$ cat src/rtl/sr_bank_arbiter_if.sv
// Request/command bundle between requesters and the SR bank arbiter.
// Requesters drive req/op/idx/clr_all; the arbiter returns gnt, sr_bus, q_shadow and its pointer.
interface sr_bank_arbiter_if #(
  parameter int NREQ  = 4,
  parameter int NBITS = 8,
  parameter int IDW   = 3
);
  localparam int PW = (NREQ > 1) ? $clog2(NREQ) : 1;

  logic [NREQ-1:0]     req;
  logic [NREQ-1:0]     op;
  logic [NREQ*IDW-1:0] idx;
  logic                clr_all;
  logic [NREQ-1:0]     gnt;
  logic [2*NBITS-1:0]  sr_bus;
  logic [NBITS-1:0]    q_shadow;
  logic [PW-1:0]       dbg_ptr;

  modport master (
    output req, op, idx, clr_all,
    input  gnt, sr_bus, q_shadow, dbg_ptr
  );

  modport slave (
    input  req, op, idx, clr_all,
    output gnt, sr_bus, q_shadow, dbg_ptr
  );
endinterface

$ cat src/rtl/sr_bank_arbiter.sv
// Round-robin arbiter turning per-requester set/reset requests into one-cycle
// sr commands on a shared bank of SR flops, with a shadow copy of the bank.
module sr_bank_arbiter #(
  parameter int NREQ  = 4,
  parameter int NBITS = 8,
  parameter int IDW   = 3
) (
  input  logic               clk,
  input  logic               rst,
  sr_bank_arbiter_if.slave   arb
);
  localparam int PW = (NREQ > 1) ? $clog2(NREQ) : 1;

  // Handshake: a requester holds req (with stable op/idx) until it sees gnt[k]
  // in the cycle after its request was sampled; it must drop req or change
  // op/idx in that same cycle, otherwise the next edge samples a new request.

  function automatic logic [PW-1:0] wrap(input int v);
    return PW'(v % NREQ);
  endfunction

  logic [PW-1:0]      ptr, ptr_nxt;
  logic [NREQ-1:0]    gnt_r, gnt_nxt;
  logic [2*NBITS-1:0] sr_r, sr_nxt;
  logic [NBITS-1:0]   q_r, q_nxt;

  logic               win_valid;
  logic [PW-1:0]      win_idx;
  logic               win_op;
  logic [IDW-1:0]     win_tgt;
  logic               tgt_ok;
  logic               redundant;

  // Search order starts at the pointer and wraps, so the last winner is tried last.
  always_comb begin
    win_valid = 1'b0;
    win_idx   = '0;
    for (int off = 0; off < NREQ; off++) begin
      if (!win_valid && arb.req[wrap(int'(ptr) + off)]) begin
        win_valid = 1'b1;
        win_idx   = wrap(int'(ptr) + off);
      end
    end
  end

  always_comb begin
    win_op    = arb.op[win_idx];
    win_tgt   = arb.idx[int'(win_idx)*IDW +: IDW];
    tgt_ok    = int'(win_tgt) < NBITS;
    redundant = tgt_ok && (q_r[win_tgt] == win_op);
  end

  always_comb begin
    gnt_nxt = '0;
    sr_nxt  = '0;
    q_nxt   = q_r;
    ptr_nxt = ptr;
    if (arb.clr_all) begin
      // Pending requests survive a clear; only the bank and shadow are wiped.
      sr_nxt = {NBITS{2'b01}};
      q_nxt  = '0;
    end else if (win_valid) begin
      gnt_nxt[win_idx] = 1'b1;
      ptr_nxt          = wrap(int'(win_idx) + 1);
      if (tgt_ok && !redundant) begin
        sr_nxt[2*int'(win_tgt) +: 2] = win_op ? 2'b10 : 2'b01;
        q_nxt[win_tgt]               = win_op;
      end
    end
  end

  // Reset drives reset on every lane so the bank itself clears during reset.
  always_ff @(posedge clk) begin
    if (rst) begin
      gnt_r <= '0;
      sr_r  <= {NBITS{2'b01}};
      q_r   <= '0;
      ptr   <= '0;
    end else begin
      gnt_r <= gnt_nxt;
      sr_r  <= sr_nxt;
      q_r   <= q_nxt;
      ptr   <= ptr_nxt;
    end
  end

  assign arb.gnt      = gnt_r;
  assign arb.sr_bus   = sr_r;
  assign arb.q_shadow = q_r;
  assign arb.dbg_ptr  = ptr;

  a_gnt_onehot: assert property (@(posedge clk) $onehot0(gnt_r));

  for (genvar i = 0; i < NBITS; i++) begin : g_lane_chk
    a_no_11: assert property (@(posedge clk) sr_r[2*i+1:2*i] != 2'b11);
  end
endmodule

$ cat src/flat_wrapper.sv
// flat-port wrapper written by rule: the top's interface ports become plain ports
module sr_bank_arbiter_flat 
#(
  parameter int NREQ  = 4,
  parameter int NBITS = 8,
  parameter int IDW   = 3
)
  (clk, rst, arb_req, arb_op, arb_idx, arb_clr_all, arb_gnt, arb_sr_bus, arb_q_shadow, arb_dbg_ptr);
  sr_bank_arbiter_if #(.NREQ(NREQ), .NBITS(NBITS), .IDW(IDW)) arb_i ();
  input  logic clk;
  input  logic rst;
  input wire logic [$bits(arb_i.req)-1:0] arb_req;
  input wire logic [$bits(arb_i.op)-1:0] arb_op;
  input wire logic [$bits(arb_i.idx)-1:0] arb_idx;
  input wire logic [$bits(arb_i.clr_all)-1:0] arb_clr_all;
  output wire logic [$bits(arb_i.gnt)-1:0] arb_gnt;
  output wire logic [$bits(arb_i.sr_bus)-1:0] arb_sr_bus;
  output wire logic [$bits(arb_i.q_shadow)-1:0] arb_q_shadow;
  output wire logic [$bits(arb_i.dbg_ptr)-1:0] arb_dbg_ptr;
  assign arb_i.req = arb_req;
  assign arb_i.op = arb_op;
  assign arb_i.idx = arb_idx;
  assign arb_i.clr_all = arb_clr_all;
  assign arb_gnt = arb_i.gnt;
  assign arb_sr_bus = arb_i.sr_bus;
  assign arb_q_shadow = arb_i.q_shadow;
  assign arb_dbg_ptr = arb_i.dbg_ptr;
  sr_bank_arbiter #(.NREQ(NREQ), .NBITS(NBITS), .IDW(IDW)) u_core (.clk(clk), .rst(rst), .arb(arb_i));
endmodule
$ cat config.mk
export PLATFORM = sky130hd
export DESIGN_NAME = sr_bank_arbiter_flat
export DESIGN_NICKNAME = d
export VERILOG_FILES = /design/src/rtl/sr_bank_arbiter_if.sv /design/src/rtl/sr_bank_arbiter.sv /design/src/flat_wrapper.sv
export SDC_FILE = /design/constraint.sdc
export NUM_CORES = 1
export LEC_CHECK = 0
export CAP_MARGIN = 20
export CORE_MARGIN = 5
export CORE_UTILIZATION = 45
export DETAILED_ROUTE_END_ITERATION = 16
export PLACE_DENSITY_LB_ADDON = 0.15
export SYNTH_ARGS = -nofsm -noshare
export SYNTH_HDL_FRONTEND = slang
export SYNTH_SLANG_ARGS = --single-unit
$ cat constraint.sdc
create_clock -name clk -period 5 [get_ports clk]
set_input_delay 0.5 -clock clk [delete_from_list [all_inputs] [get_ports clk]]
set_output_delay 0.5 -clock clk [all_outputs]
set_load 0.02 [all_outputs]
---- Word-level counts from Yosys, hierarchy flattened ----
Index checks and enable logic that the tools add are counted.
operators by class
  add/sub/neg operators ................... 5
  $mul .................................... 1
  order comparisons ....................... 8
  divide/modulo/power cells ............... 0
  shift operators ......................... 3
  mux-type cells .......................... 28
  reduce and logical (&&, ||, !) cells .... 13
  bitwise logic cells ..................... 4
  equality and inequality tests ........... 1
operators by type and width
  operator                                                number
  negation 4 -> 33 bit                                    1
  variable shift 2 x 33 -> 16 bit (first input constant)  1
  indexed part select 2 x 33 -> 16 bit                    1
  indexed part select 12 x 32 -> 3 bit                    1
  2-to-1 mux 15 bit                                       2
  bitwise AND 16 bit                                      1
  < comparator 2 x 3 -> 1 bit (second input constant)     5
  2-to-1 mux 1 bit                                        12
  binary-select mux 1 bit (select 2 bit)                  5
  2-to-1 mux 2 bit                                        5
  bitwise mux 8 bit                                       1
  logical AND 1 bit                                       5
  adder 2 x 1 -> 2 bit (second input constant)            2
  adder 2 bit (second input constant)                     2
  < comparator 3 x 4 -> 1 bit (second input constant)     1
  multiplier 2 x 2 -> 4 bit (second input constant)       1
  AND reduction 2 bit                                     2
  OR reduction 4 bit                                      1
  binary-select mux 1 bit (select 3 bit)                  1
  demux 1 bit (select 3 bit)                              1
  >= comparator 3 x 1 -> 1 bit (second input constant)    1
  logical NOT 1 bit                                       3
  inverter 1 bit                                          3
  OR reduction 3 bit                                      1
  4 further kinds                                         4
word-level totals
  memories kept ........................... 0
  ROM bits ................................ 0
  bits in latches ......................... 0
  bits in writable memories ............... 0
  register bits after elaboration ......... 30

---- Logic depth before layout (Yosys ltp) ----
Gate-level depths: netlist of run 1.
  depth in word-level cells ............... 19
  gate-level depth with buffers ........... 13
  depth with buffers taken out ............ 12

---- Worst setup path after synthesis of run 1 ----
Ideal clock, no wire load.
  path type ............................... register to register
  start point ............................. register u_core.ptr[1], in the netlist u_core.arb.dbg_ptr[1]
  end point ............................... register u_core.sr_r[10], in the netlist u_core.arb.sr_bus[10]
  data required time ...................... 4.913 ns
  period minus slack after synthesis ...... 2.745 ns
  cell stages (with the launch flop) ...... 10
  data arrival time ....................... 2.657 ns
  slack ................................... 2.255 ns
  path through ............................ dfxtp_1 nand2_2 a211oi_4 o21ai_1 and3_4 nor2_2 inv_1 ha_1 or4b_1 o31ai_1
on the way
  longest elaborated chain between the ends .. 19
ends and longest elaborated chain
  item                                                                line                   RTL
  start: declaration                                                  sr_bank_arbiter.sv:22  logic [PW-1:0] ptr, ptr_nxt;
  start signal: assignment                                            sr_bank_arbiter.sv:83  ptr <= ptr_nxt;
  branches (longest 18 deep; another with multiplier 2 x 2 -> 4 bit)  --
  2-to-1 mux 15 bit (*)                                               sr_bank_arbiter.sv:62  end else if (win_valid) begin
  end signal: assignment                                              sr_bank_arbiter.sv:76  sr_r <= {NBITS{2'b01}};
  end signal: assignment                                              sr_bank_arbiter.sv:81  sr_r <= sr_nxt;
  end: declaration                                                    sr_bank_arbiter.sv:24  logic [2*NBITS-1:0] sr_r, sr_nxt;
Mark *: on every way between the ends. The select of a mux whose other input is x is not followed.
A chain may end at the register's enable or synchronous reset.

---- Final worst setup path of run 1 ----
  start point ............................. input arb_req[1]
  end point ............................... register u_core.sr_r[10], in the netlist u_core.arb.sr_bus[10]
on the way
  longest elaborated chain between the ends .. 19
ends and longest elaborated chain
  item                                                                                 line                                          RTL
  start: declaration                                                                   flat_wrapper.sv:12                            input wire logic [$bits(arb_i.req)-1:0] arb_req;
  binary-select mux 1 bit (select 2 bit)                                               sr_bank_arbiter.sv:39                         if (!win_valid && arb.req[wrap(int'(ptr) + off)]) begin
  2-to-1 mux 1 bit (not written as such)                                               sr_bank_arbiter.sv:39
  2-to-1 mux 1 bit                                                                     sr_bank_arbiter.sv:39
  logical NOT 1 bit                                                                    sr_bank_arbiter.sv:39
  logical AND 1 bit                                                                    sr_bank_arbiter.sv:39
  2-to-1 mux 1 bit                                                                     sr_bank_arbiter.sv:39
  logical NOT 1 bit                                                                    sr_bank_arbiter.sv:39
  logical AND 1 bit                                                                    sr_bank_arbiter.sv:39
  (+3 left out)                                                                        --
  2-to-1 mux 2 bit                                                                     sr_bank_arbiter.sv:39
  multiplier 2 x 2 -> 4 bit or binary-select mux 1 bit (select 2 bit) (tied branches)  sr_bank_arbiter.sv:48, sr_bank_arbiter.sv:47
  indexed part select 12 x 32 -> 3 bit or 2-to-1 mux 1 bit (tied branches)             sr_bank_arbiter.sv:48, sr_bank_arbiter.sv:47
  negation 4 -> 33 bit (tied with other cells)                                         sr_bank_arbiter.sv:66                         sr_nxt[2*int'(win_tgt) +: 2] = win_op ? 2'b10 : 2'b01;
  indexed part select 2 x 33 -> 16 bit (tied with other cells)                         sr_bank_arbiter.sv:66
  bitwise AND 16 bit (no source line) or equality test 1 bit (tied branches)           --
  2-to-1 mux 15 bit                                                                    sr_bank_arbiter.sv:65                         if (tgt_ok && !redundant) begin
  2-to-1 mux 15 bit (*)                                                                sr_bank_arbiter.sv:62
Every way passes the cells marked *; elsewhere a longest branch is shown, timed or not. The select of a mux whose other input is x is not followed.

==> impl_metrics.csv, run 1 <==
group,metric,value,unit
outcome,status,"complete, no violations",
cts,cts_setup_buffers,0,
logic_synthesis,synth_edf_count,0,
logic_synthesis,syn_area,1745,µm²
floorplanning,core-area,3716,µm²
floorplanning,rows,22,
sta,rsz0062_at_grt,"no",
cts,cts_tree,"yes",
cells_and_area,final_cell_mix,"clkdlybuf4s50_1 (52), dfxtp_1 (30), nand3_1 (13)",
global_route,grt_max_degree,17,
critical_path,end_kind,"flop",
sta,fin_setup_tns,0,ns
global_route,grt_overflow,0,
logic_synthesis,synth_seq_area_share,34.41,%
global_route,grt_pass1_wl,7.693,mm
floorplanning,dieWidth,72.28,µm
placement,gp_congestion,0.8146,
sta,finalCritPeriodShare,70.60,%
floorplanning,die-height,72.28,µm
floorplanning,initial_core_util,46.97,%
global_route,grt_antenna_before_repair,0,
cts,cts.hold.buffers_added,0,
detailed_routing,drtPass1Iterations,4,
cts,clock-sinks,30,
floorplanning,io_pins,53,
detailed_routing,drt_iter0_drc,101,
power,ir_drop,214.4,µV
logic_synthesis,async_reset_ff_share,0,%
cts,worstSkewPairLatency,0.28,ns
critical_path,arrival,3.73,ns
sta,whs,0.5108,ns
sta,slew_violations,0,
logic_synthesis,ys_types,56,
detailed_routing,routed_wl,4.469,mm
placement,port_buffers,52,
floorplanning,dieArea,5224,µm²
cells_and_area,nFillCells,324,
logic_synthesis,yosysWarningCount,0,
cts,cts_made_buffers,5,
detailed_routing,drc_errors,0,
worst_hold_path,hold_path.class,"reg -> reg",
cts,path_clk_slew,0.06,ns
global_route,grt_pass1_vias,1657,
logic_synthesis,ys.flop_type,"dfxtp_1",
power,p_leak,0.8766,nW
cts,cts_resized,0,
cts,cts_max_level,2,
detailed_routing,vias,1677,
critical_path,crit_type,"in -> reg",
cells_and_area,mostFrequentLayoutCell,"clkdlybuf4s50_1",
cells_and_area,diodes,0,
sta,hold_viol,0,
critical_path,critPathRequiredTime,5.20,ns
detailed_routing,postRouteAntennaNets,0,
sta,fin_skew,0.003371,ns
detailed_routing,routedWlPerCell,15.36,µm
power,power_density,329.8,nW/µm²
logic_synthesis,postSynthCellCount,189,
sta,finalSetupViolCount,0,
logic_synthesis,synthesis.nets,219,
cells_and_area,layout-drive-gt1-share,17.28,%
sta,clock.fmax,283.3,MHz
cts,cts_buffer_depth,2,
run,cap_violations,0,
sta,period_needed,3.530,ns
critical_path,crit_fanout,12,
global_route,grt.total_usage,18.27,%
cells_and_area,nNetsFinal,272,
logic_synthesis,avgSynthCellArea,9.235,µm²
logic_synthesis,ys_ff_latch,30,
detailed_routing,routed_via_density,5.763,
cts,cts_root_buf,"clkbuf_8",
placement,hpwlAfterDp,3.374,mm
cells_and_area,syn_to_final_growth,36.99,%
critical_path,startpoint_type,"input port",
sta,worst_pin_slew,0.5421,ns
sta,slew_headroom,63.82,%
## final timing paths
path         cells after the start  slack [ns]                endpoint                    from
max                             11        1.47   u_core.arb.sr_bus[10]              arb_req[1]
min                              2        0.51  u_core.arb.q_shadow[4]  u_core.arb.q_shadow[4]
max reg2reg                     10        1.81   u_core.arb.sr_bus[10]   u_core.arb.dbg_ptr[1]
min reg2reg                      2        0.51  u_core.arb.q_shadow[4]  u_core.arb.q_shadow[4]
## per-layer routing
metal	up-vias	track usage, %	wire length, µm
li1	832	-	-
met1	773	24.66	2020
met2	64	28.72	2015
met3	8	5.817	367
met4	0	3.549	65
met5	-	0	0
## logic make-up after synthesis
group / share of synthesized area [%]
buf+inv: 4.874
compound gates: 25.23
fa+ha+maj: 5.018
simple gates: 27.60
flops: 34.41
mux: 2.867
## worst max-delay path, cell delays in order
cell and delay (ns):
clkdlybuf4s50_1 0.62, nor2b_2 0.11, o2bb2ai_1 0.16, nor2_2 0.46, inv_2 0.17, and3_4 0.21
nor2_2 0.23, inv_1 0.15, ha_1 0.40, or4b_1 0.52, o31ai_1 0.19
## sequential cells by signal (all words and copies together) (netlist names)
signal               count
u_core.arb.q_shadow      8
u_core.arb.gnt           4
u_core.arb.sr_bus       16
u_core.arb.dbg_ptr       2
## where the power goes
group / switching (mW) / internal, mW / leakage, nW
clock network: 0.0874 / 0.146 / 0.0579
logic: 0.186 / 0.111 / 0.574
registers: 0.00792 / 0.250 / 0.245
## stage by stage
step | std cells | area [µm²] | setup slack, ns | util (%) | power [mW]
after global placement | 282 | 2277 | 1.314 | 61.28 | 0.5541
after CTS | 290 | 2386 | 1.499 | 64.21 | 0.7902
after global routing | 291 | 2391 | 1.145 | 64.34 | 0.8376
final | 291 | 2391 | 1.470 | 64.34 | 0.7886
after floorplan | 189 | 1745 | 2.255 | - | 0.4860
after detailed placement | 282 | 2277 | 1.217 | 61.28 | 0.5554
## synth_stat cells (all sizes together), types with 2 or more instances
| cell | instances | area, µm² |
|---|---|---|
| nor3 | 7 | 35.03 |
| nor4 | 4 | 25.02 |
| a21boi | 2 | 15.01 |
| nand4 | 2 | 18.77 |
| nor2 | 11 | 46.29 |
| o211ai | 2 | 25.02 |
| inv | 7 | 28.78 |
| nand3 | 17 | 105.1 |
| a2111oi | 2 | 30.03 |
| buf | 5 | 45.04 |
| and3 | 11 | 73.82 |
| a41oi | 2 | 17.52 |
| dfxtp | 30 | 600.6 |
| mux2i | 5 | 50.05 |
| nor2b | 4 | 30.03 |
| o31ai | 12 | 110.1 |
| nand2 | 11 | 46.29 |
| clkbuf | 3 | 11.26 |
| or4 | 2 | 18.77 |
| a21oi | 7 | 35.03 |
| nand4b | 2 | 17.52 |
| o311ai | 2 | 17.52 |
| and4 | 2 | 20.02 |
| a211oi | 3 | 45.04 |
| o21ai | 12 | 60.06 |
| ha | 7 | 87.58 |
## final cells by class
class	instances	area, µm²	share of cell area [%]
multi-input cells	144	1060	44.32
flip-flops and latches	30	600.6	25.12
repair buffers	54	533.0	22.29
clock buffers	5	68.82	2.878
well taps	48	60.06	2.512
clock inverters	3	40.04	1.675
inverters	7	28.78	1.204
Note: power is estimated with default switching activity, not from simulation.
==> run 2, diff against run 1 <==
CORE_UTILIZATION = 42   (was 45)
clock period = 2.9 ns   (was 5 ns; I/O delays follow)
==> impl_metrics.csv, run 2 (same netlist as run 1, synthesis figures left out) <==
group,metric,value,unit
global_route,grt.total_usage,18.27,%
detailed_routing,postRouteAntennaNets,0,
critical_path,critPathRequiredTime,3.09,ns
detailed_routing,drt_iter0_drc,77,
detailed_routing,routed_wl,4.725,mm
floorplanning,rows,23,
worst_hold_path,holdPathStages,2,
sta,fin_skew,0.007533,ns
sta,worst_pin_slew,0.6486,ns
sta,finalSetupViolCount,0,
sta,slew_headroom,56.60,%
floorplanning,io_pins,53,
critical_path,arrival,2.91,ns
placement,hpwlAfterDp,3.754,mm
sta,finalCritPeriodShare,93.91,%
detailed_routing,drtPass1Iterations,4,
worst_hold_path,holdPathEnd,"u_core.arb.q_shadow[4]",
critical_path,r2r_cells,9,
cells_and_area,layout-drive-gt1-share,27.74,%
cts,cts_resized,0,
floorplanning,dieArea,5545,µm²
placement,gp_congestion,0.9503,
cts,cts_made_buffers,5,
detailed_routing,drc_errors,0,
cells_and_area,largest_reg_flops,16,
cells_and_area,nNetsFinal,303,
global_route,grt_pass1_wl,7.845,mm
cells_and_area,nFillCells,371,
sta,period_needed,2.723,ns
cts,path_clk_slew,0.07,ns
placement,dpl_worst_slack,-0.1096,ns
detailed_routing,vias,1769,
critical_path,timing.rr.start,"u_core.arb.dbg_ptr[1]",
sta,setup_slack,0.1767,ns
power,power_density,548.4,nW/µm²
placement,port_buffers,52,
cts,cts.hold.buffers_added,0,
critical_path,startpoint_type,"input port",
sta,slew_violations,0,
global_route,grt_overflow,0,
sta,clock.fmax,367.2,MHz
critical_path,end_kind,"flop",
cells_and_area,diodes,0,
critical_path,r2r_end,"u_core.arb.sr_bus[10]",
worst_hold_path,min_from,"u_core.arb.q_shadow[4]",
critical_path,crit_fanout,7,
detailed_routing,routed_via_density,5.460,
cts,clock-sinks,30,
floorplanning,core-area,4029,µm²
floorplanning,initial_core_util,43.32,%
worst_hold_path,hold_path.class,"reg -> reg",
cts,cts_root_buf,"clkbuf_8",
floorplanning,dieWidth,74.47,µm
detailed_routing,routedWlPerCell,14.58,µm
run,cap_violations,0,
critical_path,crit_type,"in -> reg",
power,ir_drop,247.0,µV
floorplanning,die-height,74.47,µm
outcome,status,"complete, no violations",
cts,cts_buffer_depth,2,
global_route,grt_antenna_before_repair,0,
power,p_leak,1.029,nW
cells_and_area,mostFrequentLayoutCell,"clkdlybuf4s50_1",
cells_and_area,syn_to_final_growth,52.47,%
cts,cts_setup_buffers,0,
global_route,grt_pass1_vias,1712,
cts,cts_tree,"yes",
cells_and_area,final_util,66.06,%
cells_and_area,final_cell_mix,"clkdlybuf4s50_1 (52), buf_4 (31), dfxtp_1 (30)",
cts,worstSkewPairLatency,0.28,ns
cts,cts_max_level,2,
sta,hold_viol,0,
global_route,grt_max_degree,14,
critical_path,rrSetupSlack,0.33,ns
==> run 2: cell count changes in the layout (fill, tap and decap cells not counted), moves of 2 or more <==
| cell | before | now |
|---|---|---|
| buf_4 | 1 | 31 |
| buf_12 | 0 | 2 |
| o31ai_2 | 4 | 6 |
| o31ai_1 | 8 | 6 |
==> run 2: worst max path at each step <==
stage | from | end | slack (ns)
2_1_floorplan | u_core.arb.dbg_ptr[1] | u_core.arb.sr_bus[10] | 0.16
3_3_place_gp | arb_req[0] | u_core.arb.sr_bus[0] | -0.07
3_5_place_dp | arb_req[0] | u_core.arb.sr_bus[0] | -0.11
4_1_cts | arb_req[0] | u_core.arb.sr_bus[0] | 0.14
5_1_grt | arb_req[2] | u_core.arb.sr_bus[10] | -0.004
6_report | arb_req[2] | u_core.arb.sr_bus[10] | 0.18
==> run 2: final cells by class <==
cell class	instances	area (µm²)	share of cell area (%)
multi-input cells	144	1085	40.76
repair buffers	85	793.3	29.81
flip-flops and latches	30	600.6	22.57
clock buffers	7	86.33	3.244
well taps	50	62.56	2.351
inverters	7	28.78	1.081
clock inverters	1	5.005	0.1881
==> run 2: report_power, final <==
part	total (mW)	internal, mW	leakage [nW]	switching, mW
registers	0.445	0.431	0.245	0.0135
logic	0.669	0.311	0.736	0.358
clock network	0.346	0.191	0.0482	0.155
total	1.46	0.934	1.03	0.526
==> run 2: per-layer routing <==
layer / global-route usage [%] / part of all wire, % / wire [µm]
met3: 4.595 / 6.2 / 295
met2: 29.46 / 47 / 2203
met1: 22.99 / 45 / 2142
met4: 8.103 / 1.8 / 85
met5: 0 / 0 / 0
==> run 2: through the flow <==
| step | TNS, ns | hold slack (ns) | instances | power (mW) | instance area, µm² |
|---|---|---|---|---|---|
| after floorplan | 0 | 0.3591 | 189 | 0.8379 | 1745 |
| after global placement | -0.3911 | 0.5064 | 316 | 1.098 | 2545 |
| after detailed placement | -0.7967 | 0.4909 | 316 | 1.099 | 2545 |
| after CTS | 0 | 0.5103 | 324 | 1.448 | 2636 |
| after global routing | -0.005035 | 0.5311 | 324 | 1.547 | 2661 |
| final | 0 | 0.5149 | 324 | 1.460 | 2661 |
==> run 2: critical path, cell delays in order <==
cell             delay, ns
clkdlybuf4s50_1       0.47
nor2b_2               0.21
a211oi_4              0.37
o21ai_1               0.18
nand3_2               0.11
and2_1                0.21
nor2_1                0.07
ha_1                  0.30
or4b_1                0.50
o31ai_1               0.20
